==> src/rtl/sbox_share_ctrl.sv <==
// Shares one combinational byte-substitution lookup between the round datapath (ST, 16 B)
// and key expansion (KS, 4 B). Each request is streamed LANES bytes/cycle and returned whole.

module sbox_share_lane #(
  parameter int BUF_BYTES = 16,
  parameter int IW        = 4,
  parameter int LANE      = 0
) (
  input  logic                   i_en,
  input  logic [8*BUF_BYTES-1:0] i_buf,
  input  logic [IW-1:0]          i_base,
  output logic [7:0]             o_byte
);
  assign o_byte = i_en ? i_buf[(int'(i_base) + LANE)*8 +: 8] : 8'h00;
endmodule

module sbox_share_ctrl #(
  parameter int LANES    = 4,
  parameter int ST_BYTES = 16,
  parameter int KS_BYTES = 4
) (
  input  logic                  clk,
  input  logic                  reset,
  input  logic                  st_req_valid,
  input  logic [8*ST_BYTES-1:0] st_req_data,
  output logic                  st_req_ready,
  output logic                  st_rsp_valid,
  output logic [8*ST_BYTES-1:0] st_rsp_data,
  input  logic                  st_rsp_ready,
  input  logic                  ks_req_valid,
  input  logic [8*KS_BYTES-1:0] ks_req_data,
  output logic                  ks_req_ready,
  output logic                  ks_rsp_valid,
  output logic [8*KS_BYTES-1:0] ks_rsp_data,
  input  logic                  ks_rsp_ready,
  output logic                  sbox_en,
  output logic [8*LANES-1:0]    sbox_lane_in,
  input  logic [8*LANES-1:0]    sbox_lane_out,
  output logic                  busy,
  output logic                  owner
);
  localparam int ST_BEATS = ST_BYTES / LANES;
  localparam int KS_BEATS = KS_BYTES / LANES;
  localparam int BW       = $clog2(ST_BEATS + 1);
  localparam int IW       = $clog2(ST_BYTES);

  localparam logic [1:0] S_IDLE = 2'd0;
  localparam logic [1:0] S_RUN  = 2'd1;
  localparam logic [1:0] S_RESP = 2'd2;

  logic [1:0]            r_state;
  logic [BW-1:0]         r_beat;
  logic [BW-1:0]         r_beats;
  logic                  r_owner;
  logic                  r_last;
  logic [8*ST_BYTES-1:0] r_buf;
  logic [8*ST_BYTES-1:0] r_res;

  logic          w_idle, w_run, w_resp;
  logic          w_gnt_st, w_gnt_ks, w_acc, w_rsp_hs;
  logic [IW-1:0] w_base;

  // Ready is masked while reset is held so a waiting requester sees no grant.
  assign w_idle = (r_state == S_IDLE) & ~reset;
  assign w_run  = (r_state == S_RUN);
  assign w_resp = (r_state == S_RESP);

  // On a tie the requester that did not win last time gets the lookup.
  assign w_gnt_st = w_idle & st_req_valid & (~ks_req_valid | r_last);
  assign w_gnt_ks = w_idle & ks_req_valid & (~st_req_valid | ~r_last);
  assign w_acc    = w_gnt_st | w_gnt_ks;

  assign w_base = IW'(int'(r_beat) * LANES);

  assign st_req_ready = w_gnt_st;
  assign ks_req_ready = w_gnt_ks;
  assign st_rsp_valid = w_resp & ~r_owner;
  assign ks_rsp_valid = w_resp & r_owner;
  assign st_rsp_data  = st_rsp_valid ? r_res : '0;
  assign ks_rsp_data  = ks_rsp_valid ? r_res[8*KS_BYTES-1:0] : '0;
  assign w_rsp_hs     = (st_rsp_valid & st_rsp_ready) | (ks_rsp_valid & ks_rsp_ready);

  assign sbox_en = w_run;
  assign busy    = (r_state != S_IDLE);
  assign owner   = r_owner;

  for (genvar g = 0; g < LANES; g++) begin : g_lane
    sbox_share_lane #(
      .BUF_BYTES(ST_BYTES),
      .IW       (IW),
      .LANE     (g)
    ) u_lane (
      .i_en  (w_run),
      .i_buf (r_buf),
      .i_base(w_base),
      .o_byte(sbox_lane_in[g*8 +: 8])
    );
  end

  always_ff @(posedge clk or posedge reset) begin
    if (reset) begin
      r_state <= S_IDLE;
      r_beat  <= '0;
      r_beats <= '0;
      r_owner <= 1'b1;
      r_last  <= 1'b1;
      r_buf   <= '0;
      r_res   <= '0;
    end else begin
      case (r_state)
        S_IDLE: begin
          if (w_acc) begin
            r_buf   <= w_gnt_st ? st_req_data
                                : {{(8*(ST_BYTES-KS_BYTES)){1'b0}}, ks_req_data};
            r_owner <= w_gnt_ks;
            r_beats <= w_gnt_st ? BW'(ST_BEATS) : BW'(KS_BEATS);
            r_beat  <= '0;
            r_state <= S_RUN;
          end
        end
        S_RUN: begin
          for (int l = 0; l < LANES; l++)
            r_res[(int'(w_base) + l)*8 +: 8] <= sbox_lane_out[l*8 +: 8];
          r_beat <= r_beat + BW'(1);
          if (r_beat == r_beats - BW'(1))
            r_state <= S_RESP;
        end
        S_RESP: begin
          if (w_rsp_hs) begin
            r_last  <= r_owner;
            r_state <= S_IDLE;
          end
        end
        default: r_state <= S_IDLE;
      endcase
    end
  end
endmodule

==> config.mk <==
export PLATFORM = sky130hd
export DESIGN_NAME = sbox_share_ctrl
export DESIGN_NICKNAME = d
export VERILOG_FILES = /design/src/rtl/sbox_share_ctrl.sv
export SDC_FILE = /design/constraint.sdc
export NUM_CORES = 1
export LEC_CHECK = 0
export ABC_CLOCK_PERIOD_IN_PS = 8800
export CAP_MARGIN = 20
export CORE_ASPECT_RATIO = 1.25
export CORE_UTILIZATION = 40
export CTS_BUF_LIST = sky130_fd_sc_hd__clkbuf_4
export DETAILED_ROUTE_END_ITERATION = 10
export GPL_TIMING_DRIVEN = 1
export PLACE_DENSITY = 0.73
export SLEW_MARGIN = 25
export SYNTH_ARGS = -nofsm -noshare
export SYNTH_HDL_FRONTEND = slang
export SYNTH_SLANG_ARGS = --single-unit
==> constraint.sdc <==
create_clock -name clk -period 8.8 [get_ports clk]
set_input_delay 1.76 -clock clk [delete_from_list [all_inputs] [get_ports clk]]
set_output_delay 1.76 -clock clk [all_outputs]
set_load 0.01 [all_outputs]
==> Flow_metrics.wiki <==
{| class="wikitable"
! Metric !! Value
|-
| Setup_tns || 0 ns
|-
| Final hold violation count || 0
|-
| Worst path required time || 7.04 ns
|-
| Nets || 1,722
|-
| Drt drc || 0
|-
| Y dimension of the die || approximately 200 um
|-
| Post-synthesis average cell area || 11.0 sq um
|-
| Setup repair after global routing missed its margin || false
|-
| Total vias in the final route || 10.3k
|-
| Most frequent cells in the layout || sky130_fd_sc_hd__clkdlybuf4s50_1 (396), sky130_fd_sc_hd__dfrtp_1 (261), sky130_fd_sc_hd__nand2_1 (206), sky130_fd_sc_hd__and2_1 (193), sky130_fd_sc_hd__a22o_1 (129)
|-
| Ports placed on the boundary || 397
|-
| Area grow syn2layout || 39.8%
|-
| Wirelength per Cell || 19.2 um
|-
| Post-route antenna net violation count || 0
|-
| Endpoint type of the worst setup path || primary output
|-
| Die extent in x || 160 um
|-
| Quantity of gates resized following cts || 0
|-
| Grt total ovfl || 0
|-
| Num CTS Buffers || 70
|-
| Most common library cell in the layout ignoring fill and taps || sky130_fd_sc_hd__clkdlybuf4s50_1
|-
| Quantity of I/O buffers inserted on ports || 396
|-
| Path type of the worst min-delay path || reg2reg
|-
| Cell area after technology mapping || 12,500 sq um
|-
| Sequential fraction of design power || about two fifths
|-
| Net switching power figure || 1720 uW
|-
| Area taken by multi-input logic gates || 5330 sq um
|-
| CTS sink count || 265
|-
| Combinational share of power || 37.0%
|-
| Reg clk slew, reported paths || 0.06 ns
|-
| Run status || finished clean
|-
| Post-synthesis register bit count || around 270
|-
| Clock network power share || 21.5%
|-
| Part of the cycle the worst path needs || between 70% and 80%
|-
| Count of unique library cells instantiated by Yosys || 37
|-
| Starting density of the core || around 41%
|-
| Die Footprint || 31,900 sq um
|-
| Sequential-to-total area share from yosys stat || 53.2%
|-
| Initial antenna violation count || 3
|-
| Worst Setup Path Type || in2out
|-
| Max Clk Rate || 0.161 GHz
|-
| Clock insertion delay at the later pin of the skew report || approximately 0.66 ns
|-
| Root cell of the clock tree || sky130_fd_sc_hd__clkbuf_4
|-
| Worst slew margin relative to its limit || 30.4%
|-
| Detailed Route Iter0 Violations || 571
|-
| Total of max-cap violations || 0
|-
| Worst endpoint data arrival time || 4.45 ns
|-
| First-pass GRT wire length || 58,700 um
|-
| Length of the first detailed-routing pass in iterations || 5
|-
| Buffer levels on the longest clock path || 3
|-
| Internal power consumption || 3110 uW
|-
| Core Box Area || 30,400 sq um
|-
| Number of global-route vias before repair || 10.5k
|-
| Number of filler cells placed in the layout || 2,605
|-
| Startpoint type of the worst setup path || input port
|-
| Number of standard cells after synthesis || about 1.1k
|-
| Fin. max-slew vios || 0
|-
| Largest net degree at the start of global routing || 160
|-
| Cell leakage power || 0.00755 uW
|-
| Post-CTS setup repair buffer count || 0
|-
| Power per unit of standard cell area || 278 nW/um^2
|-
| Net Sw Frac || 35.6%
|-
| Slew @ Worst Pin || 1.04 ns
|-
| CTS tree || built
|-
| Clock Skews || between 0.03 and 0.04 ns
|-
| Row cnt || between 70 and 80
|-
| Estimated wirelength of the detail-placed design || 25,100 um
|-
| Power, Total || 4840 uW
|-
| Highest ir drop seen on vdd || 0.147 mV
|-
| H-Tree Depth || 3
|-
| Share of cells above drive strength 1 || 10.9%
|-
| Routed wire length || 37,700 um
|-
| Sequential Area || around 6600 sq um
|-
| Via density per instance || 5.27
|-
| Post-layout min period || 6.21 ns
|-
| Overall routing resource usage || 23.7%
|-
| # hold bufs at CTS || 0
|-
| Net Count, Synth || 1,342
|-
| Worst-path maximum fanout || 36
|-
| Number of warnings issued by yosys || 0
|-
| Final GP Congestion || 0.825
|-
| Count of endpoints failing setup in the final report || 0
|}
[registers in the layout, indices dropped and copies added, names as in the netlist]
register	flops
owner	1
r_beats	2
r_state	2
r_beat	3
r_buf	128
r_last	1
r_res	128
[cell families (layout without fill, tap and decap cells)]
family | count (synthesis) | in the layout | synth area share (%)
other cells | 0 | 3 | 0
fa+ha+maj | 8 | 8 | 0.803
flops | 265 | 265 | 53.2
buf+inv | 106 | 528 | 4.30
mux | 34 | 34 | 5.94
simple gates | 425 | 425 | 17.8
xor+xnor | 1 | 1 | 0.0703
compound gates | 297 | 297 | 17.9
[cells in the mapped netlist]
cell type / instances / share of area [%]
sky130_fd_sc_hd__o22ai_1: 1 / 0.050
sky130_fd_sc_hd__nand3_2: 1 / 0.080
sky130_fd_sc_hd__inv_1: 4 / 0.12
sky130_fd_sc_hd__a22o_1: 129 / 9.1
sky130_fd_sc_hd__nor3b_1: 2 / 0.12
sky130_fd_sc_hd__a21o_1: 3 / 0.18
sky130_fd_sc_hd__mux4_2: 32 / 5.8
sky130_fd_sc_hd__clkbuf_1: 59 / 1.8
sky130_fd_sc_hd__and2_1: 194 / 9.7
sky130_fd_sc_hd__inv_2: 2 / 0.060
sky130_fd_sc_hd__nand2_1: 206 / 6.2
sky130_fd_sc_hd__buf_1: 1 / 0.030
sky130_fd_sc_hd__buf_4: 5 / 0.30
sky130_fd_sc_hd__nor4b_4: 1 / 0.19
sky130_fd_sc_hd__nor2b_1: 2 / 0.10
sky130_fd_sc_hd__buf_2: 23 / 0.92
sky130_fd_sc_hd__dfstp_2: 2 / 0.42
sky130_fd_sc_hd__ha_1: 8 / 0.80
sky130_fd_sc_hd__and3b_1: 2 / 0.14
sky130_fd_sc_hd__o21bai_1: 1 / 0.060
sky130_fd_sc_hd__nand3b_1: 4 / 0.24
sky130_fd_sc_hd__dfrtp_1: 263 / 53
sky130_fd_sc_hd__nor3_4: 1 / 0.13
sky130_fd_sc_hd__nor3_2: 1 / 0.080
sky130_fd_sc_hd__nand2_2: 1 / 0.050
sky130_fd_sc_hd__buf_6: 12 / 1.1
sky130_fd_sc_hd__a221o_1: 32 / 2.6
sky130_fd_sc_hd__nand2b_1: 3 / 0.15
sky130_fd_sc_hd__xnor2_1: 1 / 0.070
sky130_fd_sc_hd__and3_1: 1 / 0.050
sky130_fd_sc_hd__mux2i_1: 2 / 0.16
sky130_fd_sc_hd__a21boi_0: 32 / 1.9
sky130_fd_sc_hd__nor4_4: 2 / 0.34
sky130_fd_sc_hd__nor2_1: 2 / 0.060
sky130_fd_sc_hd__o31ai_1: 1 / 0.060
sky130_fd_sc_hd__or2_2: 2 / 0.10
sky130_fd_sc_hd__o21ai_0: 98 / 3.9
[final timing paths]
kind | to | slack (ns) | cells past startpoint | from
worst max-delay path | ks_req_ready | 2.59 | 5 | reset
worst min-delay path | r_res[122] | 0.47 | 2 | r_res[122]
worst max register to register | r_buf[29] | 5.80 | 6 | r_state[0]
worst min register to register | r_res[122] | 0.47 | 2 | r_res[122]
max in group asynchronous | r_buf[42] | 5.72 | 3 | reset
min in group asynchronous | r_res[106] | 1.71 | 2 | reset
[metrics by stage]
step	worst slack (ns)	cells	cell area, sq um	util [%]	hold WS, ns
final	2.59	1962	17400	57.3	0.469
after detailed placement	2.61	1844	16500	54.5	0.462
after floorplan	3.54	1136	12500	-	0.442
after global routing	2.48	1961	17400	57.3	0.490
after CTS	2.59	1958	17400	57.2	0.475
after global placement	2.59	1844	16500	54.4	0.454
[metal layers]
layer / routed length [um] / global-route usage [%]
met5: 0 / 0
met1: 15600 / 29.6
met4: 686 / 8.32
met3: 2920 / 6.31
met2: 18500 / 39.9
[worst max-delay path, stage by stage]
cell,delay (ns)
sky130_fd_sc_hd__clkdlybuf4s50_1,0.54
sky130_fd_sc_hd__nor3_4,0.17
sky130_fd_sc_hd__buf_4,0.43
sky130_fd_sc_hd__and3_2,0.84
sky130_fd_sc_hd__clkdlybuf4s50_1,0.68
[power groups by stage]
stage                     logic [uW]  registers, uW  clock network [uW]
after floorplan                 1280           1850                   0
after global placement          1750           2010                   0
after detailed placement        1790           2030                   0
after CTS                       1800           2010                1080
after global routing            1950           2070                1150
final                           1790           2010                1040
[area by class of cell]
class	instances	share of cell area (%)
Clock inverter	15	0.474
Antenna cell	3	0.0431
Timing Repair Buffer	408	23.5
Clock buffer	99	4.27
Tap cell	401	2.88
Multi-Input combinational cell	765	30.6
Inverter	6	0.165
Sequential cell	265	38.1
Power figures use the tool's default switching activity.
